**config.mk**
```make
export PLATFORM = sky130hd
export DESIGN_NAME = native_regbank
export DESIGN_NICKNAME = d
export VERILOG_FILES = /design/src/rtl/native_regbank.sv
export SDC_FILE = /design/constraint.sdc
export NUM_CORES = 1
export LEC_CHECK = 0
export CORE_MARGIN = 2
export CORE_UTILIZATION = 50
export CTS_CLUSTER_SIZE = 25
export DETAILED_ROUTE_END_ITERATION = 10
export GPL_TIMING_DRIVEN = 0
export PLACE_DENSITY = 0.92
export RECOVER_POWER = 25
export SLEW_MARGIN = 20
export SYNTH_ARGS = -nofsm -noshare
export SYNTH_HDL_FRONTEND = slang
export SYNTH_SLANG_ARGS = --single-unit
```
**constraint.sdc**
```tcl
create_clock -name AXI_ACLK -period 2.8 [get_ports AXI_ACLK]
set_clock_uncertainty 0.05 [all_clocks]
set_input_delay 0.56 -clock AXI_ACLK [delete_from_list [all_inputs] [get_ports AXI_ACLK]]
set_output_delay 0.56 -clock AXI_ACLK [all_outputs]
set_load 0.02 [all_outputs]
```
**src/rtl/native_regbank.sv**
```systemverilog
// native_regbank
//   Register bank on the native side of the AXI4-Lite-to-native bridge.
//   Word map relative to BASE_ADDR (one word = DATA_WIDTH/8 bytes):
//     0..NUM_CTRL-1 : CTRL[i]   read/write, driven out on CTRL_OUT
//     NUM_CTRL      : STATUS    read-only shadow of STATUS_IN
//     NUM_CTRL+1    : IRQ_PEND  write-1-to-clear, set on IRQ_SRC rising edges
//     NUM_CTRL+2    : IRQ_EN    read/write interrupt enables
//     NUM_CTRL+3    : WR_COUNT  counts WACK pulses, any write clears it
//   Ports:
//     AXI_ACLK, AXI_ARESETN     clock, asynchronous active-low reset
//     WEN/WADDR/WDATA           single-cycle write request
//     WACK                      write completion pulse
//     REN/RADDR                 single-cycle read request
//     RDATA/RVALID              read data (held) and one-cycle valid
//     CTRL_OUT                  flattened CTRL registers, reg i at [i*DATA_WIDTH +: DATA_WIDTH]
//     STATUS_IN                 live datapath status
//     IRQ_SRC, IRQ              level interrupt sources, registered interrupt request
//     DEC_ERR                   one-cycle pulse after an unmapped access
module native_regbank #(
    parameter int unsigned           DATA_WIDTH     = 32,
    parameter int unsigned           ADDR_WIDTH     = 32,
    parameter logic [ADDR_WIDTH-1:0] BASE_ADDR      = '0,
    parameter int unsigned           NUM_CTRL       = 4,
    parameter logic [DATA_WIDTH-1:0] CTRL_RESET_VAL = '0,
    parameter int unsigned           IRQ_WIDTH      = 8
) (
    input  logic                           AXI_ACLK,
    input  logic                           AXI_ARESETN,
    input  logic                           WEN,
    input  logic [ADDR_WIDTH-1:0]          WADDR,
    input  logic [DATA_WIDTH-1:0]          WDATA,
    input  logic                           WACK,
    input  logic                           REN,
    input  logic [ADDR_WIDTH-1:0]          RADDR,
    output logic [DATA_WIDTH-1:0]          RDATA,
    output logic                           RVALID,
    output logic [NUM_CTRL*DATA_WIDTH-1:0] CTRL_OUT,
    input  logic [DATA_WIDTH-1:0]          STATUS_IN,
    input  logic [IRQ_WIDTH-1:0]           IRQ_SRC,
    output logic                           IRQ,
    output logic                           DEC_ERR
);

    localparam int unsigned SHIFT = $clog2(DATA_WIDTH / 8);
    localparam int unsigned IW    = ADDR_WIDTH - SHIFT;

    localparam logic [IW-1:0] IDX_STATUS = IW'(NUM_CTRL);
    localparam logic [IW-1:0] IDX_PEND   = IW'(NUM_CTRL + 1);
    localparam logic [IW-1:0] IDX_EN     = IW'(NUM_CTRL + 2);
    localparam logic [IW-1:0] IDX_CNT    = IW'(NUM_CTRL + 3);

    typedef enum logic [2:0] {
        SEL_CTRL,
        SEL_STATUS,
        SEL_PEND,
        SEL_EN,
        SEL_CNT,
        SEL_NONE
    } sel_t;

    // Addresses below the base borrow out of the subtraction and are unmapped.
    function automatic sel_t f_sel(input logic i_below, input logic [IW-1:0] i_idx);
        if (i_below)               return SEL_NONE;
        if (i_idx < IDX_STATUS)    return SEL_CTRL;
        if (i_idx == IDX_STATUS)   return SEL_STATUS;
        if (i_idx == IDX_PEND)     return SEL_PEND;
        if (i_idx == IDX_EN)       return SEL_EN;
        if (i_idx == IDX_CNT)      return SEL_CNT;
        return SEL_NONE;
    endfunction

    logic [DATA_WIDTH-1:0] r_ctrl [NUM_CTRL];
    logic [DATA_WIDTH-1:0] r_status;
    logic [IRQ_WIDTH-1:0]  r_irq_pend;
    logic [IRQ_WIDTH-1:0]  r_irq_en;
    logic [IRQ_WIDTH-1:0]  r_src_prev;
    logic [DATA_WIDTH-1:0] r_wr_count;
    logic [DATA_WIDTH-1:0] r_rdata;
    logic                  r_rvalid;
    logic                  r_irq;
    logic                  r_dec_err;

    logic [ADDR_WIDTH:0]   w_wdiff;
    logic [ADDR_WIDTH:0]   w_rdiff;
    logic [IW-1:0]         w_widx;
    logic [IW-1:0]         w_ridx;
    sel_t                  w_wsel;
    sel_t                  w_rsel;
    logic [IRQ_WIDTH-1:0]  w_pend_clr;
    logic [IRQ_WIDTH-1:0]  w_pend_next;
    logic [DATA_WIDTH-1:0] w_pend_word;
    logic [DATA_WIDTH-1:0] w_en_word;
    logic [DATA_WIDTH-1:0] w_rdata_next;

    always_comb begin
        w_wdiff = {1'b0, WADDR} - {1'b0, BASE_ADDR};
        w_rdiff = {1'b0, RADDR} - {1'b0, BASE_ADDR};
        w_widx  = IW'(w_wdiff[ADDR_WIDTH-1:0] >> SHIFT);
        w_ridx  = IW'(w_rdiff[ADDR_WIDTH-1:0] >> SHIFT);
        w_wsel  = f_sel(w_wdiff[ADDR_WIDTH], w_widx);
        w_rsel  = f_sel(w_rdiff[ADDR_WIDTH], w_ridx);
    end

    // A rising source edge in the same cycle as a W1C of that bit keeps it set.
    always_comb begin
        w_pend_clr  = (WEN && (w_wsel == SEL_PEND)) ? WDATA[IRQ_WIDTH-1:0] : '0;
        w_pend_next = (r_irq_pend & ~w_pend_clr) | (IRQ_SRC & ~r_src_prev);
    end

    always_comb begin
        w_pend_word                = '0;
        w_pend_word[IRQ_WIDTH-1:0] = r_irq_pend;
        w_en_word                  = '0;
        w_en_word[IRQ_WIDTH-1:0]   = r_irq_en;
    end

    // Read mux sees current register contents, so a same-cycle write is not visible.
    always_comb begin
        w_rdata_next = '0;
        case (w_rsel)
            SEL_CTRL: begin
                for (int unsigned i = 0; i < NUM_CTRL; i++) begin
                    if (w_ridx == IW'(i)) begin
                        w_rdata_next = r_ctrl[i];
                    end
                end
            end
            SEL_STATUS: w_rdata_next = r_status;
            SEL_PEND:   w_rdata_next = w_pend_word;
            SEL_EN:     w_rdata_next = w_en_word;
            SEL_CNT:    w_rdata_next = r_wr_count;
            default:    w_rdata_next = '0;
        endcase
    end

    always_ff @(posedge AXI_ACLK or negedge AXI_ARESETN) begin
        if (!AXI_ARESETN) begin
            for (int unsigned i = 0; i < NUM_CTRL; i++) begin
                r_ctrl[i] <= CTRL_RESET_VAL;
            end
            r_status   <= '0;
            r_irq_pend <= '0;
            r_irq_en   <= '0;
            r_src_prev <= '0;
            r_wr_count <= '0;
            r_rdata    <= '0;
            r_rvalid   <= 1'b0;
            r_irq      <= 1'b0;
            r_dec_err  <= 1'b0;
        end else begin
            for (int unsigned i = 0; i < NUM_CTRL; i++) begin
                if (WEN && (w_wsel == SEL_CTRL) && (w_widx == IW'(i))) begin
                    r_ctrl[i] <= WDATA;
                end
            end
            r_status   <= STATUS_IN;
            r_src_prev <= IRQ_SRC;
            r_irq_pend <= w_pend_next;
            if (WEN && (w_wsel == SEL_EN)) begin
                r_irq_en <= WDATA[IRQ_WIDTH-1:0];
            end
            r_irq <= |(r_irq_pend & r_irq_en);
            if (WEN && (w_wsel == SEL_CNT)) begin
                r_wr_count <= '0;
            end else if (WACK) begin
                r_wr_count <= r_wr_count + DATA_WIDTH'(1);
            end
            r_rvalid <= REN;
            if (REN) begin
                r_rdata <= w_rdata_next;
            end
            r_dec_err <= (WEN && (w_wsel == SEL_NONE)) || (REN && (w_rsel == SEL_NONE));
        end
    end

    always_comb begin
        CTRL_OUT = '0;
        for (int unsigned i = 0; i < NUM_CTRL; i++) begin
            CTRL_OUT[i*DATA_WIDTH +: DATA_WIDTH] = r_ctrl[i];
        end
    end

    assign RDATA   = r_rdata;
    assign RVALID  = r_rvalid;
    assign IRQ     = r_irq;
    assign DEC_ERR = r_dec_err;

endmodule

```
==> results.md, run 1 <==
Critical path:
- Grouping stages by cell kind, the critical path spends the most delay in simple AND/OR/NAND/NOR gates.
- The worst setup path is of the input pin to register kind.
- The worst setup path is captured at a register.
- The number of buffers and inverters on the critical path is 2.
- The slowest stage cell on the critical path is nor4_2.
- In this run the worst setup path terminates at r_irq_pend[7]$_DFF_PN0_.
- STA classifies the critical path startpoint as an input pin.
- Measured in cells, the most critical reg-to-reg path has a length of 5.
- The signal on the critical path passes through clkdlybuf4s50_1 -> nor4_4 -> nand4_1 -> buf_4 -> nor4_2 -> nand2_1 -> a22o_1.
- The startpoint of the most critical setup path is WADDR[20].
- The worst register-to-register path ends at r_wr_count[17]$_DFFE_PN0P_.
- The register-to-register setup slack is 320 ps.
- The required time at the endpoint of the critical path is 3160 ps.
- The arrival time of the worst setup path is 3060 ps.
- The largest fanout on the critical path is 8.
- The critical register-to-register path startpoint is r_wr_count[7]$_DFFE_PN0P_.
- For this run, the slowest stage of the critical path takes 890 ps.
- The critical path crosses 7 cells after its start point.

Timing:
- The highest clock frequency the design can meet is 371 MHz.
- Summed over all failing endpoints, the final setup total negative slack is 0 ps.
- Setup violations remaining at the end of the flow were counted as 0.
- The number of failing hold endpoints at the final stage is 0.
- The worst setup slack after layout is 103 ps.
- Headroom to the max-slew limit came out at 28.5%.
- Setup repair after global routing left no endpoint under its margin.
- The post-layout minimum cycle time is 2700 ps.
- The total count of max-transition violations in the final report was 0.
- The transition time of the tightest slew-check pin is 1070 ps.
- The final critical path takes up 96.3% of the cycle.

Global routing:
- The number of global-route vias before repair came to 9,080.
- The first global-routing pass estimated 50,900 um of wire.
- Entering global routing, the biggest net connects 104 pins.
- The initial antenna violation count was 7.
- After global routing the overflow that remains totals 0.
- Global routing consumed, over all layers together, 27.5% of the routing resources.

Detailed routing:
- The number of detailed-route iterations in the first pass is 5.
- After detailed routing, the number of vias per cell comes to 5.71.
- After detailed routing, the average wire length per cell comes to 22.0 um.
- The DRC violation count after routing is 0.
- Wires add up to 32,600 um.
- The count of vias placed by the detailed router is 8,467.
- The count of nets left with antenna violations once routing finished came out at 0.
- The number of DRC violations after detailed-routing iteration 0 is 639.

Synthesis:
- The most used flip-flop cell after synthesis is dfrtp_1.
- The proportion of synthesized chip area in sequential cells is 56.4%.
- The number of library cell types mapped by synthesis is 42.
- For this run, the number of Yosys warnings is 0.
- After synthesis the netlist holds a flip-flop and latch count of 251.
- After synthesis, the mean cell area works out to 13.2 um2.
- The cell count after synthesis came out at 844.
- The number of enable flip-flop cells after synthesis is 0.
- Summing every instance area after synthesis gives 11,100 um2.
- The share of flip-flops with an asynchronous set or reset after synthesis is 100%.
- The number of nets produced by synthesis is 986.

Placement:
- The final HPWL from detailed placement is 23,400 um.
- OpenSTA, run right after detailed placement, puts the worst setup slack at -828 ps.
- In this run the tool buffered the top-level ports with 297 buffer cells.
- The last weighted congestion value of the routability-driven placer is 0.820.
- The post-detailed-placement cell area is 14,500 um2.
- The number of cells after detailed placement is 1,423.

Finish:
- For this run, the post-layout net count is 1,319.
- The share of cells above drive strength 1 is 21.4%.
- The area added between synthesis and finish is 39.3%.
- The number of standard cells in the final layout excluding fillers is 1,483.
- After routing the design area is 15,500 um2.

Floorplan:
- The core region is 21,800 um2.
- The number of top-level pins is 304.
- The initialized floorplan defines 54 standard-cell rows.
- For this configuration, the core starts out at a cell density of 51.0%.
- The horizontal extent of the die is 153 um.
- The overall die height is 153 um.
- The die covers 23,500 um2.

Clock network:
- After clock tree synthesis, the clock-pin slew on the worst setup and hold paths is 60 ps.
- The maximum level of the CTS H-tree is 1.
- At the later pin of the worst-skew pair, clock insertion delay measures 520 ps.
- The root buffer cell chosen for the clock tree is clkbuf_16.
- Counting every sink on the clock net gives 251.
- TritonCTS built the clock tree.
- The clock passes through at most 3 buffers.
- The CTS buffer count is 26.

Power:
- The switching fraction of total power is 23.1%.
- The combinational fraction of design power is 7.4%.
- In this run, flip-flops and latches consume 47.5% of the power.
- The worst voltage drop across the vdd grid is 0.443 mV.
- The switching power of the nets is 1.84 mW.
- Internal power comes to 6.14 mW.
- In this run the static leakage power is 6.96 nW.
- In this run, the clock network consumes 45.1% of the power.
- The design draws 7.99 mW.
- The power per unit of standard cell area is 515 nW/um2.

Worst hold path:
- The path type of the worst min-delay path is register to register.

Outcome:
- The flow ran to the end, and the final reports show no timing, DRC or antenna violations.

Job:
- Max-cap violations in this run came to 0.
## how the worst min path moves through the flow
stage | end | slack (ps) | start | cells after the start
detailed placement | RDATA[4]$_DFFE_PN0P_ | 430 | RDATA[4]$_DFFE_PN0P_ | 1
floorplan | CTRL_OUT[0]$_DFFE_PN0P_ | 210 | AXI_ARESETN | 0
CTS | r_status[21]$_DFF_PN0_ | 410 | STATUS_IN[21] | 1
finish | RDATA[5]$_DFFE_PN0P_ | 450 | RDATA[5]$_DFFE_PN0P_ | 1
global placement | RDATA[2]$_DFFE_PN0P_ | 420 | RDATA[2]$_DFFE_PN0P_ | 1
global route | RDATA[5]$_DFFE_PN0P_ | 450 | RDATA[5]$_DFFE_PN0P_ | 1
## repair_timing
item                                   CTS  global route
setup buffers                            4             1
hold buffers                             1             0
setup endpoints to repair              148           104
pin swaps                                2             1
endpoints found under the hold margin   73             0
resized for setup                        5             7
## state kept, by name, indices dropped and copies added, names as in the netlist
| signal | flops |
|---|---|
| r_status | 32 |
| r_irq_en | 8 |
| RDATA | 32 |
| RVALID | 1 |
| r_src_prev | 8 |
| CTRL_OUT | 128 |
| DEC_ERR | 1 |
| r_irq_pend | 8 |
| r_wr_count | 32 |
| IRQ | 1 |
## cell usage after synthesis, types with 2 or more instances
library cell    n  area share [%]
a21oi_1        24             1.1
nor2b_1         3            0.17
nor3_1          5            0.22
mux2_4         10             1.3
nand2_1        46             1.6
nor4_1         16            0.90
dfrtp_1       251              56
a221o_1        23             2.1
o21a_1         22             1.5
xor2_1         24             1.9
nand2b_1        4            0.22
buf_1           4            0.13
buf_6           7            0.71
nand4_1        19             1.1
clkbuf_1       17            0.57
inv_1          11            0.37
nor2_1         61             2.1
buf_4           3            0.20
buf_2          14            0.63
mux2_1         11             1.1
o21ai_0         2           0.090
mux2i_1        53             4.8
and3_1          5            0.28
nand3_1        14            0.63
or2_2          23             1.3
xnor2_1         7            0.55
o2bb2ai_1       9            0.71
a22o_1          8            0.63
a22oi_1         4            0.27
mux4_2         18             3.6
mux2_2        115              12
## power groups by stage
stage | sequential [mW] | clock (mW) | combinational [mW]
2_1_floorplan | 3.83 | 0 | 0.224
3_3_place_gp | 3.86 | 0 | 0.570
3_5_place_dp | 3.86 | 0 | 0.602
4_1_cts | 3.79 | 3.63 | 0.610
5_1_grt | 3.80 | 3.78 | 0.645
6_report | 3.80 | 3.60 | 0.593
## cell usage in the layout (no fill, tap or decap), types with 24 or more instances in the layout
master,netlist,final
a21oi_1,24,24
clkbuf_16,0,27
clkdlybuf4s50_1,0,255
dfrtp_1,251,251
dlygate4sd3_1,0,42
mux2_2,115,115
mux2i_1,53,53
nand2_1,46,46
nor2_1,61,61
xor2_1,24,24
## final cells by class
cell class / count / area (um2)
Multi-Input combinational cell: 537 / 4590
Timing Repair Buffer: 305 / 3060
Buffer: 45 / 263
Clock inverter: 11 / 113
Clock buffer: 36 / 790
Inverter: 11 / 41.3
Fill cell: 1484 / 6310
Tap cell: 280 / 350
Sequential cell: 251 / 6280
Antenna cell: 7 / 17.5
## routing by layer
layer	up-vias	track usage (%)	routed length [um]
met5	-	0	0
met3	60	5.50	2470
met1	4317	36.6	13200
met2	357	45.9	16100
li1	3733	-	-
met4	0	8.86	807
## per-stage QoR
step / hold WS (ps) / util, %
2_1_floorplan: 214 / -
3_3_place_gp: 421 / 66.2
3_5_place_dp: 429 / 66.5
4_1_cts: 411 / 71.0
5_1_grt: 450 / 71.1
6_report: 451 / 71.1
## cell families after synthesis
| logic type | Yosys count | synth area share, % |
|---|---|---|
| AOI/OAI and AO/OA | 92 | 6.33 |
| xor gates and xnor gates | 31 | 2.44 |
| adders and majority gates | 1 | 0.112 |
| buffers and inverters | 56 | 2.62 |
| DFF | 251 | 56.4 |
| muxes | 207 | 22.5 |
| and+or+nand+nor | 206 | 9.59 |
No activity file was read; power rests on OpenSTA's default activity.
==> inputs of run 2 (changes only) <==
Settings changed: PLACE_DENSITY 0.92 to default, PLACE_DENSITY_LB_ADDON from default to 0.1.
==> results.md, run 2 (synthesis gave the netlist of run 1 again) <==
Critical path:
- Across all register-to-register paths, the minimum setup slack is 540 ps.
- For the worst setup path, the data arrival time is 3080 ps.
- Walking the worst path, the cells encountered are clkdlybuf4s50_1 -> nor4_1 -> nand3_1 -> or2_1 -> buf_6 -> nor4b_4 -> buf_6 -> mux2_2.
- In this design, the critical path's most frequently occurring cell is buf_6.
- The critical path's largest stage delay is 500 ps.
- At the worst endpoint, the required time is 3170 ps.
- The largest fanout on the critical path is 10.
- The worst setup path is captured at a register.
- Among all stages on the critical path, the largest delay is contributed by nor4b_4.
- Measured in cells, the most critical reg-to-reg path has a length of 5.
- The end of the worst register-to-register path is r_wr_count[29]$_DFFE_PN0P_.
- The critical path is of the input pin to register type.
- The startpoint identified for the worst register-to-register timing path is r_wr_count[7]$_DFFE_PN0P_.
- The startpoint kind of the worst setup timing path is an input pin.

Global routing:
- The aggregate global-route resource usage is 26.8%.
- The wire length of the first global-routing pass is 49,700 um.
- The pin count of the biggest net entering global routing is 99.
- Summed over all layers, the global routing overflow is 0.
- The initial antenna violation count came to 2.
- The number of global-route vias before repair is 8,737.

Job:
- Across the run, the number of max-cap violations was 1.

Finish:
- Across the whole layout, storage elements account for 6280 um2.
- The multi-input combinational cells in the finished layout cover a total of 4580 um2.
- Counting the fill cells in the layout gives 1,575.
- The top cell types in the final layout, fill and taps aside, are clkdlybuf4s50_1 (255), dfrtp_1 (251), mux2_2 (115).
- Compared with the post-synthesis result, the final layout area differs by 39.1%.
- At the end of the flow, the number of nets in the layout was 1,319.
- Leaving out fill and tap cells, the most frequent cell in the layout is clkdlybuf4s50_1.
- The register with the most flip-flops in the layout has 128 of them.
- The share of cells above drive strength 1 is 21.0%.

Timing:
- Subtracting the final worst setup slack from the clock period gives 2710 ps.
- The number of failing hold endpoints at the final stage was 0.
- Dividing the final minimum period by the clock period gives 96.8%.
- The transition time of the tightest slew-check pin is 1960 ps.
- Setup violations remaining at the end of the flow were counted as 0.
- The total count of max-transition violations in the final report was 75.
- For this run, the top clock speed supported by timing is 369 MHz.
- The headroom to the max-slew limit is -30.9%.
- Final hold analysis gives a worst-case slack of 445 ps.
- Setup repair after global routing left no endpoint under its margin.
- The setup TNS is 0 ps.
- The worst setup slack after layout is 90.1 ps.

Detailed routing:
- The via density per instance is 5.57.
- The average wire per cell in the routed design is 21.2 um.
- The detailed router finished its first iteration with 386 violations.
- For this run, the detailed router's first-pass iteration total came to 4.
- The count of vias placed by the detailed router is 8,241.
- In this run the remaining antenna-violating nets after routing total 0.
- The final wirelength is 31,400 um.
- In the routed design, unresolved DRC markers number 0.

Floorplan:
- Measured along the x axis, the die boundary spans 153 um.
- The floorplan step defined a core boundary enclosing 21,800 um2.
- The number of top-level pins is 304.
- The cell row count is 54.
- The initial core utilization is 51.0%.
- The die covers 23,500 um2.
- The overall die height is 153 um.

Power:
- In this run the static leakage power is 6.95 nW.
- Total power for the finished layout comes to 7.98 mW.
- The worst voltage drop across the vdd grid is 0.435 mV.
- Dividing total power by cell area gives a power density of 515 nW/um2.

Clock network:
- The maximum number of buffers from clock root to sink is 3.
- The clock latency reported for the late side of the worst-skew pair is 540 ps.
- After clock tree synthesis, the clock-pin slew on the worst setup and hold paths is 60 ps.
- The TritonCTS clock tree is yes.
- The cell sitting at the root of the clock tree is a clkbuf_16.
- For this design, the sink count on the clock tree is 251.
- CTS built an H-tree with a depth of 1.
- In this run, CTS created clock tree buffers numbering 28.

Worst hold path:
- The worst hold path cell count is 1.
- The startpoint of the worst hold path is RDATA[0]$_DFFE_PN0P_.
- The path type of the worst min-delay path is register to register.
- The worst hold path terminates at RDATA[0]$_DFFE_PN0P_.

Placement:
- The final HPWL from detailed placement is 22,300 um.
- The count of buffers added on input and output ports is 297.
- At the placement stage, the worst setup path has a slack of -609 ps.
- At the end of routability-driven placement, the weighted congestion stood at 0.775.

Outcome:
- The final reports fail on capacitance limit, slew limit.
- The flow ran to the end, but the final reports show violations.
[run 2: changes by cell type in the layout (fill, tap and decap cells not counted), sizes merged]
cell      before  now
clkbuf        56   61
diode          7    2
buf           33   32
bufinv         2    1
clkinv         8    7
clkinvlp       0    1
inv           12   11
[run 2: worst max path at each step]
stage / startpoint / cells past startpoint / endpoint
detailed placement: WADDR[30] / 8 / CTRL_OUT[100]$_DFFE_PN0P_
global placement: AXI_ARESETN / 1 / CTRL_OUT[80]$_DFFE_PN0P_
finish: WADDR[30] / 8 / CTRL_OUT[53]$_DFFE_PN0P_
global route: WADDR[11] / 8 / CTRL_OUT[43]$_DFFE_PN0P_
floorplan: WADDR[20] / 7 / CTRL_OUT[34]$_DFFE_PN0P_
CTS: WADDR[30] / 8 / r_wr_count[27]$_DFFE_PN0P_
[run 2: through the flow]
| stage | instance area [um2] | util (%) | std cells |
|---|---|---|---|
| after global routing | 15500 | 71.0 | 1480 |
| after CTS | 15500 | 71.0 | 1478 |
| after global placement | 14500 | 66.2 | 1421 |
| after floorplan | 11100 | - | 844 |
| final | 15500 | 71.0 | 1480 |
| after detailed placement | 14500 | 66.6 | 1424 |
[run 2: what timing repair did]
item,in CTS,in global routing
setup endpoints to repair,28,61
resized for setup,1,7
pin swaps,1,0
hold buffers,1,0
endpoints found under the hold margin,74,0
buffers inserted,2,0
[run 2: area by class of cell]
cell class                      count  share of cell area [%]
Sequential cell                   251                    40.6
Multi-Input combinational cell    537                    29.6
Timing Repair Buffer              303                    19.7
Clock buffer                       42                    5.38
Tap cell                          280                    2.26
Buffer                             45                    1.66
Clock inverter                      9                   0.541
Inverter                           11                   0.267
Antenna cell                        2                  0.0323
[run 2: critical path, delay by kind of cell]
kind / cells / cell delay, ps
and+or+nand+nor: 4 / 1340
buffers and inverters: 3 / 810
muxes: 1 / 360
[run 2: report_power, final]
group | internal [mW] | switching [mW] | total, mW
clock network | 2.14 | 1.46 | 3.60
logic | 0.286 | 0.295 | 0.581
registers | 3.71 | 0.0949 | 3.80
[run 2: layer usage]
| metal | GRT usage [%] | share of wire [%] | routed length [um] | vias up |
|---|---|---|---|---|
| met5 | 0 | 0 | 0 | - |
| met4 | 7.72 | 2.9 | 905 | 0 |
| met3 | 4.17 | 5.1 | 1590 | 57 |
| met2 | 45.6 | 50 | 15600 | 252 |
| met1 | 35.9 | 42 | 13300 | 4200 |
| li1 | - | - | - | 3732 |
==> inputs of run 3 (changes only) <==
Settings changed: CTS_CLUSTER_DIAMETER from default to 50.
==> results.md, run 3 (synthesis gave the netlist of run 1 again) <==
Floorplan:
- The die covers 23,500 um2.
- The area inside the core boundary is 21,800 um2.
- The number of top-level pins is 304.
- The overall die height is 153 um.
- The horizontal extent of the die is 153 um.
- The cell row count is 54.
- The initial core utilization is 51.0%.

Finish:
- The number of standard cells in the final layout excluding fillers is 1,479.
- The number of filler cells placed in the layout is 1,549.
- The leading cell type in the layout, fill and taps excluded is clkdlybuf4s50_1.
- The area added between synthesis and finish is 39.7%.
- The finished cells cover 15,600 um2.
- The post-route netlist has 21.3% of its cells at a drive strength greater than 1.
- The number of nets in the layout is 1,318.
- Leaving out fill and tap cells, the most frequent cells in the layout are clkdlybuf4s50_1 (255), dfrtp_1 (251), mux2_2 (115).
- The register with the most flip-flops in the layout has 128 of them.

Clock network:
- Clock tree synthesis inserted a total of 27 buffers.
- TritonCTS built the clock tree.
- The clock drives 251 sinks.
- CTS built an H-tree with a depth of 1.
- The later pin in the worst-skew pair is clocked with a latency of 550 ps.
- No sink is reached through more buffers than the 3 on the longest clock path.
- Clock-pin slew was measured on the worst setup and hold paths at 70 ps.
- In this run the clock root is driven by a clkbuf_16.

Detailed routing:
- The DRC violation count after routing is 0.
- The final wirelength is 31,600 um.
- The count of vias placed by the detailed router is 8,219.
- The number of DRC violations after detailed-routing iteration 0 is 403.
- The via density per instance is 5.56.
- In this run the remaining antenna-violating nets after routing total 0.
- The first TritonRoute pass finished after 5 iterations.
- The average wire per cell in the routed design is 21.4 um.

Critical path:
- STA puts the critical path data arrival time at 3090 ps.
- The worst register-to-register path begins at r_wr_count[2]$_DFFE_PN0P_.
- STA classifies the critical path endpoint as a register.
- The setup check on the worst reg-to-reg path leaves a slack of 540 ps.
- The worst setup path is launched from an input pin.
- Measured in cells, the most critical reg-to-reg path has a length of 5.
- The largest fanout on the critical path is 10.
- The critical path class is input pin to register.
- The end of the worst register-to-register path is r_wr_count[24]$_DFFE_PN0P_.
- The required time at the endpoint of the critical path is 3180 ps.

Timing:
- The worst setup slack after layout is 90.7 ps.
- The number of failing hold endpoints at the final stage was 0.
- Setup repair after global routing left no endpoint under its margin.
- The setup TNS is 0 ps.
- For this run, the top clock speed supported by timing is 369 MHz.
- The total count of max-transition violations in the final report was 75.
- At the pin with the least slew margin, the transition time is 1930 ps.
- The post-layout minimum cycle time is 2710 ps.
- The number of setup violations in the final report is 0.
- Measured against its own limit, the worst slew margin works out to -28.7%.
- The share of the clock period used by the worst path is 96.8%.

Placement:
- The number of buffer cells added on primary ports is 297.
- The number of cells after detailed placement is 1,424.
- The setup slack after placement is -609 ps.
- The congestion estimate from routability-driven global placement came to 0.775.
- The post-detailed-placement cell area is 14,500 um2.
- The final HPWL from detailed placement is 22,300 um.

Global routing:
- Global routing finished with a remaining overflow of 0.
- Global routing used 27.1% of the available tracks across all layers.
- The number of global-route vias before repair was 8,730.
- The first global-routing pass estimated 50,000 um of wire.
- Entering global routing, the biggest net connects 99 pins.
- The initial antenna violation count is 2.

Power:
- The static leakage is 6.97 nW.
- For this design the ratio of total power to cell area is 532 nW/um2.
- The worst voltage drop across the vdd grid is 0.448 mV.

Worst hold path:
- The path class of the tightest hold or removal check is register to register.
- The startpoint of the worst hold path is RDATA[0]$_DFFE_PN0P_.
- The worst hold path cell count is 1.
- The worst-case hold path end point is RDATA[0]$_DFFE_PN0P_.

Outcome:
- The run finished, with violations left.
- The final reports fail on capacitance limit, slew limit.

Job:
- The max-cap violation count is 1.
[run 3: cell count changes in the layout (fill, tap and decap cells not counted), sizes merged]
cell      before  now
clkinvlp       1    2
clkbuf        61   48
bufinv         1    4
inv           11   19
[run 3: final cells by class]
cell class | instances | area [um2] | area share [%]
Tap cell | 280 | 350 | 2.25
Buffer | 45 | 258 | 1.66
Timing Repair Buffer | 303 | 3060 | 19.7
Antenna cell | 2 | 5.00 | 0.0322
Clock inverter | 21 | 299 | 1.92
Multi-Input combinational cell | 537 | 4580 | 29.4
Sequential cell | 251 | 6280 | 40.4
Inverter | 11 | 41.3 | 0.265
Clock buffer | 29 | 683 | 4.39
[run 3: power breakdown]
part           internal [mW]  leakage [nW]  switching, mW  total [mW]
clock network           2.22         0.472           1.66        3.88
logic                  0.286          3.15          0.297       0.583
registers               3.70          3.35         0.0970        3.80
total                   6.21          6.97           2.05        8.27
[run 3: worst max-delay path, cell delays in order]
cell and delay [ps]:
clkdlybuf4s50_1 400, nor4_1 390, nand3_1 190, or2_1 260, buf_6 160, nor4b_4 510, buf_6 260, mux2_2 360
[run 3: layer usage]
| metal | track usage (%) | routed length (um) | up-vias |
|---|---|---|---|
| met5 | 0 | 0 | - |
| met4 | 7.98 | 918 | 0 |
| met3 | 4.39 | 1580 | 57 |
| met2 | 46.5 | 15900 | 234 |
| met1 | 35.7 | 13200 | 4200 |
| li1 | - | - | 3728 |
[run 3: worst max-delay path by stage]
stage,from,to,slack [ps]
5_1_grt,WADDR[11],CTRL_OUT[43]$_DFFE_PN0P_,10
4_1_cts,WADDR[30],r_wr_count[27]$_DFFE_PN0P_,40
2_1_floorplan,WADDR[20],CTRL_OUT[34]$_DFFE_PN0P_,380
6_report,WADDR[30],CTRL_OUT[53]$_DFFE_PN0P_,90
3_3_place_gp,AXI_ARESETN,CTRL_OUT[80]$_DFFE_PN0P_,-9660
3_5_place_dp,WADDR[30],CTRL_OUT[100]$_DFFE_PN0P_,-610
[run 3: repair_timing]
item	in CTS	in global routing
endpoints found under the hold margin	74	0
resized for setup	1	7
setup buffers	2	0
pin swaps	1	0
setup endpoints to repair	17	46
hold buffers	1	0
[run 3: metrics by stage]
step	utilization [%]	hold slack [ps]	power (mW)
detailed placement	66.6	425	4.46
finish	71.3	438	8.27
CTS	71.3	369	8.34
global route	71.3	455	8.54
floorplan	-	214	4.05
global placement	66.2	420	4.44
